`src/rtl/nco_phase_gen.sv`:
```
// rtl/nco_phase_gen.sv - Wishbone-programmed NCO phase generator with valid/ready phase stream
module nco_phase_gen #(
  parameter logic [31:0] BASE_ADDR = 32'h3000_0000,
  parameter int          ACC_W     = 32,
  parameter int          PHASE_W   = 12,
  parameter int          DIV_W     = 16
) (
  input  logic               wb_clk_i,
  input  logic               wb_rst_i,
  input  logic               wbs_stb_i,
  input  logic               wbs_cyc_i,
  input  logic               wbs_we_i,
  input  logic [3:0]         wbs_sel_i,
  input  logic [31:0]        wbs_adr_i,
  input  logic [31:0]        wbs_dat_i,
  output logic               wbs_ack_o,
  output logic [31:0]        wbs_dat_o,
  output logic [PHASE_W-1:0] phase_o,
  output logic               phase_valid_o,
  input  logic               phase_ready_i
);

  localparam logic [5:0] OFF_CTRL   = 6'h00;
  localparam logic [5:0] OFF_FTW    = 6'h01;
  localparam logic [5:0] OFF_POFF   = 6'h02;
  localparam logic [5:0] OFF_DIV    = 6'h03;
  localparam logic [5:0] OFF_STATUS = 6'h04;
  localparam logic [5:0] OFF_ACC    = 6'h05;

  logic             en;
  logic             ovr;
  logic [ACC_W-1:0] ftw_sh;
  logic [ACC_W-1:0] poff_sh;
  logic [ACC_W-1:0] ftw_act;
  logic [ACC_W-1:0] poff_act;
  logic [DIV_W-1:0] div;
  logic [DIV_W-1:0] cnt;
  logic [ACC_W-1:0] acc;
  logic [ACC_W-1:0] acc_sum;
  logic [31:0]      rdata;
  logic [5:0]       off;
  logic             wb_hit;
  logic             wr;
  logic             clr;
  logic             apply;
  logic             tick;
  logic             drop;
  logic             unused_adr;

  // Byte-lane merge for partially written registers
  function automatic logic [31:0] merge(input logic [31:0] old_v, input logic [31:0] new_v,
                                        input logic [3:0] sel);
    logic [31:0] r;
    for (int b = 0; b < 4; b++) begin
      r[b*8 +: 8] = sel[b] ? new_v[b*8 +: 8] : old_v[b*8 +: 8];
    end
    return r;
  endfunction

  assign unused_adr = &{1'b0, wbs_adr_i[1:0]};
  assign off     = wbs_adr_i[7:2];
  assign wb_hit  = wbs_stb_i & wbs_cyc_i & ~wbs_ack_o & (wbs_adr_i[31:8] == BASE_ADDR[31:8]);
  assign wr      = wb_hit & wbs_we_i;
  assign clr     = wr & (off == OFF_CTRL) & wbs_sel_i[0] & wbs_dat_i[1];
  assign apply   = wr & (off == OFF_CTRL) & wbs_sel_i[0] & wbs_dat_i[2];
  assign tick    = en & (cnt == '0);
  assign acc_sum = acc + poff_act;
  // A clear on the same edge discards the tick, so it cannot count as an overrun either
  assign drop    = tick & phase_valid_o & ~phase_ready_i & ~clr;

  // Read mux; unmapped offsets inside the window read as zero
  always_comb begin
    rdata = 32'h0;
    case (off)
      OFF_CTRL:   rdata = {31'h0, en};
      OFF_FTW:    rdata = 32'(ftw_sh);
      OFF_POFF:   rdata = 32'(poff_sh);
      OFF_DIV:    rdata = 32'(div);
      OFF_STATUS: rdata = {30'h0, en, ovr};
      OFF_ACC:    rdata = 32'(acc);
      default:    rdata = 32'h0;
    endcase
  end

  // Bus side: single-cycle ack, register writes, APPLY transfer and sticky overrun flag
  always_ff @(posedge wb_clk_i) begin
    if (wb_rst_i) begin
      wbs_ack_o <= 1'b0;
      wbs_dat_o <= 32'h0;
      en        <= 1'b0;
      ovr       <= 1'b0;
      ftw_sh    <= '0;
      poff_sh   <= '0;
      ftw_act   <= '0;
      poff_act  <= '0;
      div       <= '0;
    end else begin
      wbs_ack_o <= wb_hit;
      wbs_dat_o <= (wb_hit & ~wbs_we_i) ? rdata : 32'h0;
      if (wr) begin
        case (off)
          OFF_CTRL:   if (wbs_sel_i[0]) en <= wbs_dat_i[0];
          OFF_FTW:    ftw_sh  <= ACC_W'(merge(32'(ftw_sh), wbs_dat_i, wbs_sel_i));
          OFF_POFF:   poff_sh <= ACC_W'(merge(32'(poff_sh), wbs_dat_i, wbs_sel_i));
          OFF_DIV:    div     <= DIV_W'(merge(32'(div), wbs_dat_i, wbs_sel_i));
          OFF_STATUS: if (wbs_sel_i[0] && wbs_dat_i[0]) ovr <= 1'b0;
          default:    ;
        endcase
      end
      if (apply) begin
        ftw_act  <= ftw_sh;
        poff_act <= poff_sh;
      end
      // A new overrun wins over a simultaneous W1C so no event is lost
      if (drop) ovr <= 1'b1;
    end
  end

  // Datapath: divider, accumulator and output stage; CLR overrides the tick
  always_ff @(posedge wb_clk_i) begin
    if (wb_rst_i) begin
      cnt           <= '0;
      acc           <= '0;
      phase_o       <= '0;
      phase_valid_o <= 1'b0;
    end else if (clr) begin
      cnt           <= '0;
      acc           <= '0;
      phase_valid_o <= 1'b0;
    end else begin
      if (!en)       cnt <= '0;
      else if (tick) cnt <= div;
      else           cnt <= cnt - 1'b1;
      if (tick) begin
        acc <= acc + ftw_act;
        if (!phase_valid_o || phase_ready_i) begin
          phase_o       <= acc_sum[ACC_W-1 -: PHASE_W];
          phase_valid_o <= 1'b1;
        end
      end else if (phase_valid_o && phase_ready_i) begin
        phase_valid_o <= 1'b0;
      end
    end
  end

endmodule

```
`config.mk`:
```
export PLATFORM = sky130hd
export DESIGN_NAME = nco_phase_gen
export DESIGN_NICKNAME = d
export VERILOG_FILES = /design/src/rtl/nco_phase_gen.sv
export SDC_FILE = /design/constraint.sdc
export NUM_CORES = 1
export LEC_CHECK = 0
export ABC_AREA = 0
export BUFFER_PORTS_ARGS = -buffer_cell sky130_fd_sc_hd__buf_4
export CAP_MARGIN = 10
export CORE_MARGIN = 2
export CORE_UTILIZATION = 30
export CTS_BUF_LIST = sky130_fd_sc_hd__clkbuf_8
export DETAILED_ROUTE_END_ITERATION = 10
export PLACE_DENSITY = 0.54
export SLEW_MARGIN = 40
export SYNTH_ARGS = -nofsm -noshare
export SYNTH_HDL_FRONTEND = slang
export SYNTH_SLANG_ARGS = --single-unit
```
`constraint.sdc`:
```
create_clock -name wb_clk_i -period 5.1 [get_ports wb_clk_i]
set_clock_uncertainty 0.15 [all_clocks]
set_input_delay 0.51 -clock wb_clk_i [delete_from_list [all_inputs] [get_ports wb_clk_i]]
set_output_delay 0.51 -clock wb_clk_i [all_outputs]
set_load 0.1 [all_outputs]
```
==> summary.txt, run 1 <==
========================================================================================
Outcome                                                                     complete, no violations
Number of antenna violations at the first check in global routing                      0
Wire length of the first global-routing pass                                     54.7 mm
Post-Route WL                                                                    34.4 mm
Setup TNS after final layout                                                        0 ns
HPWL Detailed                                                                    25.0 mm
Slowest-stage cell, CP                                                          a211oi_1
CTS buffer count                                                                      44
Place WS                                                                         1.78 ns
Clock Tree Buf Depth                                                                   3
Final ANT Viol Nets                                                                    0
Initial core utilization                                                           30.3%
First-iteration detailed-routing DRC count                                           723
Clock tree from TritonCTS                                                            yes
Least setup slack across all paths after layout                                  1.81 ns
Synth-to-Final Area Change                                                         17.8%
Reported leakage power                                                           6.03 nW
Clock network latency to the later pin of the worst-skew pair                    0.58 ns
GRT overflow                                                                           0
Min Hold Slack                                                                 0.0299 ns
Die boundary height                                                               204 um
Share of the yosys chip area belonging to registers                                40.1%
Count of pins over their slew limit                                                    0
Core Footprint                                                                39500 um^2
Net total in the final layout                                                       1632
Flop2flop setup slack                                                            1.81 ns
Cell class contributing the biggest share of worst-path delay               compound AO/OA/AOI/OAI gates
CP peak stage delay                                                              0.57 ns
Category of the critical setup timing path                                  flip-flop to flip-flop
Final Wtd Congestion                                                               0.841
Final hold violation count                                                             0
Total GRT Usage                                                                    16.5%
Number of flops mapped to enable cells by yosys                                        0
Post-DR vias/cell                                                                   5.07
Width of the die                                                                  204 um
Share of the core filled with cells                                                35.7%
Layout cell share with drive strength beyond 1                                     15.2%
Most frequent CP cell                                                            a21oi_1
Least-Margin Pin Slew                                                           0.828 ns
Worst VDD drop                                                                0.000146 V
Setup repair after global routing missed its margin                                   no
Filler Cells Inserted                                                               4135
Launching element type of the critical path                                    flip-flop
Total buffers and inverters traversed by the critical path                             0
Total power                                                                      3.72 mW
Power density relative to cell area                                          264 nW/um^2
CTS resizes                                                                            0
Synthesis warning total                                                                0
Count of mapped cells out of synthesis                                              1393
Maximum fanout count along the critical path                                           4
Post-synthesis average cell area                                               8.60 um^2
Remaining max-slew budget at the tightest pin                                      44.8%
Final routed DRC violation total                                                       0
Flip-flop and latch count after synthesis                                            240
I/O pin count                                                                        120
Critical path data arrival time                                                  3.60 ns
Min cycle time layout                                                            3.29 ns
Clock Tree Root                                                                 clkbuf_8
Number of buffers inserted for hold repair after clock tree synthesis                  0
Count of different cell masters after synthesis                                       79
Via count of the first global-routing pass                                          9901
Routed wire length per instance                                                  16.8 um
Setup Buffers After CTS                                                                0
Clock-pin slew of the registers on the worst-case setup and hold paths           0.06 ns
Critical Path RT                                                                 5.42 ns
Syn_nets                                                                            1531
Die area                                                                      41600 um^2
Main flop type after synthesis                                                   dfxtp_1
H-Tree Level Count                                                                     2
Number of input and output port buffers inserted                                     117
Std-Cell Rows                                                                         73
Number of search-and-repair iterations in the first detailed-routing pass              5
FF+latch area                                                                  4800 um^2
Share of synthesized registers carrying an async set or reset                         0%
Capturing element type of the critical path                                    flip-flop
Hold Path Class                                                             input pin to flip-flop
Vias after detailed routing                                                        10400
Pin count of the biggest net entering global routing                                  73
# diodes                                                                               0
Setup-failing EPs final                                                                0
Final clock period utilization by the worst path                                   64.5%
Highest clock frequency the design can meet                                      304 MHz
Post-synthesis instance area                                                  12000 um^2
Max-capacitance violation count                                                        0
Cell breakdown of the critical path                                         ha_1, a21oi_1, a21oi_1, o311a_1, a211oi_1, a21boi_0, a21oi_1, nor4_1, a221o_1
Sinks on the clock net                                                               240
Area of the multi-input gates                                                  6790 um^2
========================================================================================
## layer usage
layer	track usage [%]	wire length, um	vias to the layer above
met5	0	0	-
met2	26.5	15800	208
met1	22.8	16200	4924
met4	4.22	622	0
li1	-	-	5190
met3	2.89	1760	52
## sequential cells by signal, summed over array words and instances, names as in the netlist
signal,cells
ftw_sh,32
phase_valid_o,1
wbs_ack_o,1
ovr,1
en,1
poff_act,32
div,16
cnt,16
acc,32
ftw_act,32
phase_o,12
wbs_dat_o,32
poff_sh,32
## placed cells by master, fill, tap and decap left out, types with 18 or more instances in the layout
| cell type | netlist | layout |
|---|---|---|
| a21oi_1 | 153 | 153 |
| dfxtp_1 | 240 | 240 |
| buf_4 | 8 | 132 |
| mux2i_1 | 88 | 88 |
| a21o_1 | 22 | 22 |
| nand2_1 | 232 | 231 |
| inv_1 | 10 | 23 |
| a211oi_1 | 26 | 26 |
| ha_1 | 63 | 63 |
| o21ai_0 | 35 | 35 |
| nor2_1 | 146 | 146 |
| clkbuf_8 | 0 | 53 |
| a22oi_1 | 18 | 18 |
| xnor2_1 | 25 | 25 |
| nand3_1 | 28 | 28 |
## final cells by class
class | count | share of cell area [%]
clock buffers | 53 | 5.17
repair buffers | 132 | 7.02
clock inverters | 22 | 0.727
inverters | 11 | 0.292
well taps | 525 | 4.65
multi-input cells | 1065 | 48.1
flip-flops and latches | 240 | 34.0
## logic make-up after synthesis
| family | count (synthesis) | synth area share, % |
|---|---|---|
| AND/OR/NAND/NOR | 530 | 20.2 |
| flip-flops | 240 | 40.1 |
| AO/OA/AOI/OAI | 345 | 19.4 |
| XOR/XNOR | 38 | 2.78 |
| adder cells (fa/ha/maj) | 64 | 6.74 |
| multiplexers | 88 | 7.35 |
| buffers and inverters | 88 | 3.43 |
## synthesized netlist by cell type, types with 5 or more instances
master | instances | area [um^2]
a31oi_1 | 8 | 50.1
nor2_1 | 146 | 548
o21ai_0 | 35 | 175
and3_1 | 7 | 43.8
a21oi_1 | 153 | 766
nand2_2 | 6 | 37.5
nand2_1 | 232 | 871
and2_1 | 10 | 62.6
xor2_1 | 13 | 114
clkbuf_1 | 36 | 135
nor4_1 | 14 | 87.6
a21o_1 | 22 | 165
nand4_1 | 13 | 81.3
buf_4 | 8 | 60.1
nand2b_1 | 7 | 43.8
a211oi_1 | 26 | 195
a22oi_1 | 18 | 135
xnor2_1 | 25 | 219
nor3b_1 | 6 | 45.0
nor3_1 | 16 | 80.1
a22o_1 | 15 | 131
mux2i_1 | 88 | 881
nor4b_1 | 5 | 43.8
nor2b_1 | 9 | 56.3
inv_1 | 10 | 37.5
ha_1 | 63 | 788
a222oi_1 | 14 | 140
o21a_1 | 10 | 75.1
a211oi_2 | 5 | 62.6
nand3_1 | 28 | 140
and4_1 | 9 | 78.8
buf_2 | 27 | 135
or3_1 | 6 | 37.5
dfxtp_1 | 240 | 4800
## per-stage QoR
step / std cells / instance area [um^2]
after floorplan: 1393 / 12000
after global routing: 2048 / 14100
after global placement: 1973 / 13300
after detailed placement: 1973 / 13300
final: 2048 / 14100
after CTS: 2048 / 14100
## final timing paths
| kind | end | startpoint | cells after the start |
|---|---|---|---|
| max | phase_o[8] | acc[2] | 9 |
| min reg2reg | poff_act[20] | poff_act[20] | 2 |
| max reg2reg | phase_o[8] | acc[2] | 9 |
| min | poff_sh[31] | wbs_dat_i[31] | 3 |
## worst register-to-register path: cells and delay by family (launching register included)
family	cells	cell delay, ns
AND/OR/NAND/NOR	1	0.09
flip-flops	1	0.44
adder cells (fa/ha/maj)	1	0.29
AO/OA/AOI/OAI	7	2.20
## power by group
part	total, mW	internal, mW	switching [mW]
Clock	1.74	0.936	0.808
Combinational	0.102	0.0424	0.0601
Sequential	1.88	1.88	0.000000000132
(Power assumes the default switching activity.)
==> run 2, diff against run 1 <==
PLACE_DENSITY = 0.56   (was 0.54)
clock period = 2.95 ns   (was 5.1 ns; I/O delays follow)
==> run 2 against run 1 <==
Compared with the run above: global-route usage up 0.35 points; wire length grew 3.0%; cell area rose by 6.5%; sequential power is 72% higher; fmax rose by 14%; count of clock-buffer cells in the layout decreased by 1; non-clock buffer count grew 87.
==> summary.txt, run 2 (synthesis results as in run 1) <==
========================================================================================
Least setup slack across all paths after layout                                0.0570 ns
Worst Hold Depth                                                                       3
Initial core utilization                                                           30.3%
Reported leakage power                                                           6.51 nW
Filler Cells Inserted                                                               4038
Cell internal power dissipation                                                  5.11 mW
Vias after detailed routing                                                        10700
Outcome                                                                     complete, no violations
Final Wtd Congestion                                                               0.855
Power density relative to cell area                                          441 nW/um^2
CP peak stage delay                                                              0.40 ns
Net switching power                                                              1.52 mW
Setup repair after global routing missed its margin                                   no
Clock network latency to the later pin of the worst-skew pair                    0.57 ns
Std-Cell Rows                                                                         73
Critical hold path startpoint                                               wbs_adr_i[2]
Share of the core filled with cells                                                38.0%
Total GRT Usage                                                                    16.9%
Number of antenna violations at the first check in global routing                      2
Wire length of the first global-routing pass                                     56.1 mm
Category of the critical setup timing path                                  flip-flop to flip-flop
Cell class contributing the biggest share of worst-path delay               compound AO/OA/AOI/OAI gates
Flop2flop setup slack                                                            0.06 ns
Min cycle time layout                                                            2.89 ns
Via count of the first global-routing pass                                         10300
Count of pins over their slew limit                                                    0
Clock network power share                                                          47.8%
Place WS                                                                      -0.0439 ns
HPWL Detailed                                                                    25.5 mm
Highest clock frequency the design can meet                                      346 MHz
Post-Route WL                                                                    35.5 mm
Seq pwr share                                                                      48.9%
Worst VDD drop                                                                0.000245 V
Capturing element type of the critical path                                    flip-flop
Min Hold Slack                                                                 0.0425 ns
Width of the die                                                                  204 um
I/O pin count                                                                        120
Area of the multi-input gates                                                  6860 um^2
Part of the power in combinational logic                                            3.3%
Max-capacitance violation count                                                        0
H-Tree Level Count                                                                     2
Most common cell after layout, fill and taps aside                               dfxtp_1
Final clock period utilization by the worst path                                   98.1%
Final hold violation count                                                             0
Pin count of the biggest net entering global routing                                  90
First-iteration detailed-routing DRC count                                           767
Number of search-and-repair iterations in the first detailed-routing pass              6
Critical path data arrival time                                                  3.19 ns
Slowest-stage cell, CP                                                              fa_2
Routed wire length per instance                                                  16.6 um
Cell breakdown of the critical path                                         ha_4, fa_2, a211oi_2, o21bai_2, o41ai_2, buf_4, a211oi_4, o31ai_4, and2_4, nor4_1, o31a_1
Setup-failing EPs final                                                                0
FF+latch area                                                                  4810 um^2
Critical Path RT                                                                 3.25 ns
Clock-pin slew of the registers on the worst-case setup and hold paths           0.07 ns
Clock Tree Buf Depth                                                                   3
Number of input and output port buffers inserted                                     117
Launch point of the worst reg-to-reg path                                     ftw_act[0]
Clock Tree Root                                                                 clkbuf_8
Least-Margin Pin Slew                                                           0.686 ns
Most frequent cells in the layout                                           dfxtp_1, nand2_1, buf_4
Hold Path End                                                               wbs_dat_o[1]
GRT overflow                                                                           0
Clock tree from TritonCTS                                                            yes
Sinks on the clock net                                                               240
Maximum fanout count along the critical path                                           4
Total buffers and inverters traversed by the critical path                             1
Launching element type of the critical path                                    flip-flop
Setup TNS after final layout                                                        0 ns
Layout cell share with drive strength beyond 1                                     18.1%
Final routed DRC violation total                                                       0
Switching power share of the total                                                 23.0%
Synth-to-Final Area Change                                                         25.4%
Remaining max-slew budget at the tightest pin                                      54.3%
Reg2reg path depth                                                                    11
Hold Path Class                                                             input pin to flip-flop
Core Footprint                                                                39500 um^2
Die boundary height                                                               204 um
Worst flop-to-flop path endpoint                                                 acc[26]
Net total in the final layout                                                       1718
Post-DR vias/cell                                                                   5.03
CTS buffer count                                                                      43
Die area                                                                      41600 um^2
Final ANT Viol Nets                                                                    0
Total power                                                                      6.63 mW
========================================================================================
run 2: worst max path at each step:
stage | start | end | slack, ns | depth (start not counted)
after floorplan | acc[0] | acc[26] | 0.19 | 10
after global placement | ftw_act[0] | acc[26] | 0.01 | 10
after detailed placement | ftw_act[0] | acc[26] | -0.04 | 10
after CTS | ftw_act[0] | acc[26] | 0.04 | 11
after global routing | acc[7] | acc[30] | 0.007 | 12
final | ftw_act[0] | acc[26] | 0.06 | 11
run 2: metrics by stage:
stage,instances,area [um^2]
2_1_floorplan,1393,12000
3_3_place_gp,2017,13700
3_5_place_dp,2017,13700
4_1_cts,2130,14900
5_1_grt,2134,15000
6_report,2135,15000
run 2: worst register-to-register path: stages (launching register included):
cell	delay, ns
dfxtp_2	0.34
ha_4	0.16
fa_2	0.40
a211oi_2	0.27
o21bai_2	0.14
o41ai_2	0.20
buf_4	0.18
a211oi_4	0.07
o31ai_4	0.30
and2_4	0.22
nor4_1	0.06
o31a_1	0.29
run 2: per-layer routing:
layer | GRT usage, % | vias up | wire length [um]
met2 | 27.0 | 266 | 16200
met4 | 4.72 | 0 | 720
met1 | 23.0 | 5057 | 16600
met3 | 3.30 | 52 | 1950
li1 | - | 5355 | -
met5 | 0 | - | 0
run 2: layout make-up:
cell class | count | share of cell area, %
Antenna cell | 1 | 0.0166
Sequential cell | 240 | 32.0
Tap cell | 525 | 4.37
Multi-Input combinational cell | 1065 | 45.6
Inverter | 11 | 0.275
Clock inverter | 22 | 0.957
Timing Repair Buffer | 219 | 12.0
Clock buffer | 52 | 4.76
run 2: power groups by stage:
| stage | sequential (mW) | clock, mW | combinational, mW |
|---|---|---|---|
| final | 3.24 | 3.17 | 0.216 |
| after global routing | 3.24 | 3.41 | 0.232 |
| after CTS | 3.24 | 3.25 | 0.218 |
| after detailed placement | 3.31 | 0 | 0.179 |
| after global placement | 3.31 | 0 | 0.176 |
| after floorplan | 3.31 | 0 | 0.0587 |
run 2: what timing repair did:
item | in CTS | in global routing
resized for setup | 3 | 15
hold buffers | 38 | 0
buffers inserted | 1 | 4
pin swaps | 4 | 7
setup endpoints to repair | 3 | 12
hold endpoints to repair | 92 | 0
